===== src/rtl/sigma_delta_dac_mc.sv =====
// Multi-channel 1-bit sigma-delta DAC: double-buffered PCM frames held for OSR
// ticks, a shared click-free mute ramp, and a 1st/2nd-order modulator per channel.
module sigma_delta_dac_mc #(
  parameter int WIDTH       = 16,
  parameter int CHANNELS    = 2,
  parameter int ORDER       = 2,
  parameter int SIGNED_IN   = 1,
  parameter int OSR         = 64,
  parameter int START_MUTED = 1
) (
  input  logic                      CLK,
  input  logic                      RESET,
  input  logic                      CEN,
  input  logic                      in_valid,
  output logic                      in_ready,
  input  logic [CHANNELS*WIDTH-1:0] in_data,
  input  logic                      mute,
  output logic [CHANNELS-1:0]       DACout,
  output logic                      muted,
  output logic                      underrun
);
  localparam int CW = (OSR > 1) ? $clog2(OSR) : 1;
  localparam int IW = WIDTH + 3;
  localparam int SW = WIDTH + 5;

  localparam logic [1:0] ST_MUTED     = 2'd0;
  localparam logic [1:0] ST_RAMP_UP   = 2'd1;
  localparam logic [1:0] ST_PLAY      = 2'd2;
  localparam logic [1:0] ST_RAMP_DOWN = 2'd3;

  // Offset-binary frames are converted once, on their way into active.
  localparam logic [CHANNELS*WIDTH-1:0] SIGN_FLIP =
    (SIGNED_IN != 0) ? '0 : {CHANNELS{{1'b1, {(WIDTH-1){1'b0}}}}};

  localparam logic signed [SW-1:0] HALF = SW'(2 ** (WIDTH - 1));
  localparam logic signed [SW-1:0] IMAX = SW'(2 ** (WIDTH + 1) - 1);
  localparam logic signed [SW-1:0] IMIN = -SW'(2 ** (WIDTH + 1));

  logic [CHANNELS*WIDTH-1:0] pending;
  logic [CHANNELS*WIDTH-1:0] active;
  logic                      pending_valid;
  logic [CW-1:0]             osr_cnt;
  logic [1:0]                state;
  logic [8:0]                g;
  logic                      fire;
  logic                      boundary;

  assign in_ready = !pending_valid;
  assign fire     = in_valid && !pending_valid;
  assign boundary = CEN && (osr_cnt == CW'(OSR - 1));
  assign muted    = (state == ST_MUTED);

  function automatic logic signed [IW-1:0] clamp(input logic signed [SW-1:0] v);
    if (v > IMAX) return IMAX[IW-1:0];
    if (v < IMIN) return IMIN[IW-1:0];
    return v[IW-1:0];
  endfunction

  always_ff @(posedge CLK) begin
    if (RESET) begin
      pending       <= '0;
      pending_valid <= 1'b0;
      active        <= '0;
      osr_cnt       <= '0;
      underrun      <= 1'b0;
    end else begin
      underrun <= boundary && !pending_valid;
      if (CEN) osr_cnt <= boundary ? '0 : osr_cnt + CW'(1);
      if (boundary && pending_valid) begin
        active        <= pending ^ SIGN_FLIP;
        pending_valid <= 1'b0;
      end
      // fire and a consuming boundary are exclusive: fire needs pending empty
      if (fire) begin
        pending       <= in_data;
        pending_valid <= 1'b1;
      end
    end
  end

  always_ff @(posedge CLK) begin
    if (RESET) begin
      state <= (START_MUTED != 0) ? ST_MUTED : ST_PLAY;
      g     <= (START_MUTED != 0) ? 9'd0 : 9'd256;
    end else if (boundary) begin
      case (state)
        ST_MUTED:   if (!mute) state <= ST_RAMP_UP;
        ST_RAMP_UP: begin
          if (mute) state <= ST_RAMP_DOWN;
          else begin
            g <= g + 9'd1;
            if (g == 9'd255) state <= ST_PLAY;
          end
        end
        ST_PLAY:    if (mute) state <= ST_RAMP_DOWN;
        default: begin
          if (!mute) state <= ST_RAMP_UP;
          else begin
            g <= g - 9'd1;
            if (g == 9'd1) state <= ST_MUTED;
          end
        end
      endcase
    end
  end

  for (genvar k = 0; k < CHANNELS; k++) begin : g_ch
    logic signed [WIDTH-1:0]  s;
    logic signed [WIDTH-1:0]  sg;
    logic signed [WIDTH+9:0]  s_ext;
    logic signed [WIDTH+9:0]  g_ext;
    logic signed [WIDTH+9:0]  prod;
    logic signed [SW-1:0]     f;
    logic signed [IW-1:0]     i1;
    logic signed [IW-1:0]     i2;
    logic signed [IW-1:0]     i1n;
    logic signed [IW-1:0]     i2n;
    logic                     y;
    logic                     y_next;

    assign s      = active[k*WIDTH +: WIDTH];
    assign s_ext  = {{10{s[WIDTH-1]}}, s};
    assign g_ext  = {{(WIDTH+1){1'b0}}, g};
    assign prod   = s_ext * g_ext;
    assign sg     = WIDTH'(prod >>> 8);
    assign f      = y ? HALF : -HALF;
    assign i1n    = clamp(SW'(i1) + SW'(sg) - f);
    assign i2n    = clamp(SW'(i2) + SW'(i1n) - f);
    assign y_next = (ORDER == 1) ? !i1n[IW-1] : !i2n[IW-1];
    assign DACout[k] = y;

    always_ff @(posedge CLK) begin
      if (RESET) begin
        i1 <= '0;
        i2 <= '0;
        y  <= 1'b0;
      end else if (CEN) begin
        i1 <= i1n;
        i2 <= i2n;
        y  <= y_next;
      end
    end
  end

endmodule

===== config.mk =====
export PLATFORM = sky130hd
export DESIGN_NAME = sigma_delta_dac_mc
export DESIGN_NICKNAME = d
export VERILOG_FILES = /design/src/rtl/sigma_delta_dac_mc.sv
export SDC_FILE = /design/constraint.sdc
export NUM_CORES = 1
export LEC_CHECK = 0
export CAP_MARGIN = 5
export CELL_PAD_IN_SITES_DETAIL_PLACEMENT = 0
export CELL_PAD_IN_SITES_GLOBAL_PLACEMENT = 1
export CORE_ASPECT_RATIO = 1.4
export CORE_MARGIN = 5
export CORE_UTILIZATION = 50
export CTS_BUF_LIST = sky130_fd_sc_hd__clkbuf_16
export DETAILED_ROUTE_END_ITERATION = 10
export GPL_ROUTABILITY_DRIVEN = 1
export HOLD_SLACK_MARGIN = 0.06
export PLACE_DENSITY = 0.88
export SKIP_CTS_REPAIR_TIMING = 1
export SYNTH_ARGS = -nofsm -noshare
export SYNTH_HDL_FRONTEND = slang
export SYNTH_SLANG_ARGS = --single-unit

===== constraint.sdc =====
create_clock -name CLK -period 17.5 [get_ports CLK]
set_input_delay 3.5 -clock CLK [delete_from_list [all_inputs] [get_ports CLK]]
set_output_delay 3.5 -clock CLK [all_outputs]
set_load 0.005 [all_outputs]

==> metrics.cfg <==
[layout]
multiInputGateArea_um2=15800
final_common_cell=inv_1
final_cell_mix=inv_1, nand2_1, ha_1
fin_nets=3080
diodes=0
fillerInstances=3932
synthToLayoutAreaGrowth_pct=5.87
regArea_um2=3220
layout-drive-gt1-share=0.0343

[route]
drt-wirelength-per-cell_um=15.4
dr.pass1.iters=5
ant_nets=0
drt_iter0_markers=753
vias=16766
viasPerCell=5.38
routed_wl_um=47900
drc=0

[timing]
setup_viol_count_final=0
rsz0062_at_grt=false
maxClockFrequency_ghz=0.0710
post-route-min-period_ns=14.09
tns_ns=0
tightest_slew_ns=1.16
timing.final.crit_share=0.805
slew_viol_final=0
finalHoldViolCount=0
skew_ns=0.0143
slew_headroom=0.227

[setup_path]
cpPeakStageDelay_ns=0.88
critical_path.max_fanout=24
slowest_stage=a21oi_1
critical_path.most_common_cell=a21oi_1
required_ns=17.77
cp-start-kind=register
worstPathArrival_ns=14.36
end_kind=register
criticalPathCategory=register to register

[die]
die_w_um=184
io_pins=42
row_count=89
start_util=0.505
die-height_um=254
core-area_um2=42100
die_area_um2=46800

[clock_tree]
path_clk_slew_ns=0.07
htree_num_levels=4
clkLatencyLatePin_ns=0.45
cts_tree=built
cts.sinks=161
clk_path_buf_depth=2
cts_buffers=17
clockRootBuffer=clkbuf_16

[yosys]
syn_avg_cell_area_um2=8.15
async_flop_share=0
ys_warn_count=0
syn_nets=3131
yosysSeqAreaShare=0.152
syn-cell-area_um2=21200
synth_flop_cell=dfxtp_1
synth-edff-count=0
syn_inst=2606
synth.distinct_cells=75
synth-seq-cells=161

[status]
status=complete, no violations

[placement]
numPortBuffers=41
dpl.hpwl_um=37500
finalWeightedCongestion=0.856

[job]
cap_violations=0

[grt]
grt_pass1_wl_um=82300
grt_pass1_vias=17537
antenna_found_initial=0
track_usage=0.212
overflow=0
grt_max_degree=87

[min_path]
hold_path.class=register to register

==> Yosys cell counts (all sizes together) (43+ instances only) <==
cell,n,area [um2]
xnor2,77,674
fa,240,4800
o21ai,64,332
a211oi,43,355
a21o,55,413
nand2,337,1260
and2,143,895
a21oi,178,902
inv,471,1770
nor2,130,488
clkbuf,86,323
dfxtp,161,3220
ha,248,3100
==> registers in the layout, indices dropped and copies added (netlist names) <==
register and cells:
g_ch.i1 38, g 9, state 2, underrun 1
osr_cnt 6, pending 32, g_ch.i2 38, pending_valid 1
active 32, g_ch.y 2
==> through the flow <==
| stage | utilization | hold slack, ns | std cells | setup WS (ns) | cell area (um2) |
|---|---|---|---|---|---|
| after floorplan | - | 0.432 | 2606 | 5.44 | 21200 |
| after global placement | 0.522 | 0.441 | 3082 | 3.89 | 22000 |
| after detailed placement | 0.522 | 0.446 | 3082 | 3.50 | 22000 |
| after CTS | 0.534 | 0.456 | 3114 | 3.47 | 22500 |
| after global routing | 0.534 | 0.481 | 3114 | 2.39 | 22500 |
| final | 0.534 | 0.454 | 3114 | 3.41 | 22500 |
==> layer usage <==
| metal | wire (um) | GRT usage | vias up |
|---|---|---|---|
| li1 | - | - | 8232 |
| met1 | 20300 | 0.257 | 8137 |
| met2 | 24900 | 0.392 | 314 |
| met3 | 1520 | 0.0192 | 83 |
| met4 | 1170 | 0.0755 | 0 |
| met5 | 0 | 0 | - |
==> area by class of cell <==
| cell class | instances | area share |
|---|---|---|
| multi-input cells | 1848 | 0.701 |
| flip-flops and latches | 161 | 0.143 |
| inverters | 471 | 0.0786 |
| well taps | 546 | 0.0304 |
| repair buffers | 56 | 0.0229 |
| clock buffers | 17 | 0.0189 |
| clock inverters | 15 | 0.00495 |
==> cell families (layout without fill, tap and decap cells) <==
| group | after synthesis | after routing | share of synthesized area |
|---|---|---|---|
| AND/OR/NAND/NOR | 760 | 760 | 0.168 |
| buffers and inverters | 597 | 559 | 0.107 |
| adder cells (fa/ha/maj) | 488 | 488 | 0.372 |
| AO/OA/AOI/OAI | 477 | 477 | 0.150 |
| flip-flops | 161 | 161 | 0.152 |
| XOR/XNOR | 114 | 114 | 0.0470 |
| multiplexers | 9 | 9 | 0.00424 |
==> path summary, 6_finish.rpt <==
check	from	to	slack [ns]	cells after the start
setup / recovery	g[5]$_SDFFE_PP0P_	g_ch[1].i2[4]$_SDFFE_PP0P_	3.41	50
setup reg to reg	g[5]$_SDFFE_PP0P_	g_ch[1].i2[4]$_SDFFE_PP0P_	3.41	50
hold reg to reg	pending[26]$_SDFFE_PP0P_	active[26]$_SDFFE_PP0P_	0.45	2
hold / removal	pending[26]$_SDFFE_PP0P_	active[26]$_SDFFE_PP0P_	0.45	2
==> worst max-delay path, delay by kind of cell, from the launching register on <==
kind,cells,cell delay (ns)
multiplexers,1,0.22
adder cells (fa/ha/maj),10,4.24
AO/OA/AOI/OAI,24,5.60
flip-flops,1,0.85
AND/OR/NAND/NOR,8,2.03
XOR/XNOR,2,0.35
buffers and inverters,5,0.57
Power is not shown: default switching activity piles up to over one toggle a cycle in this logic, so the estimate is an artifact.
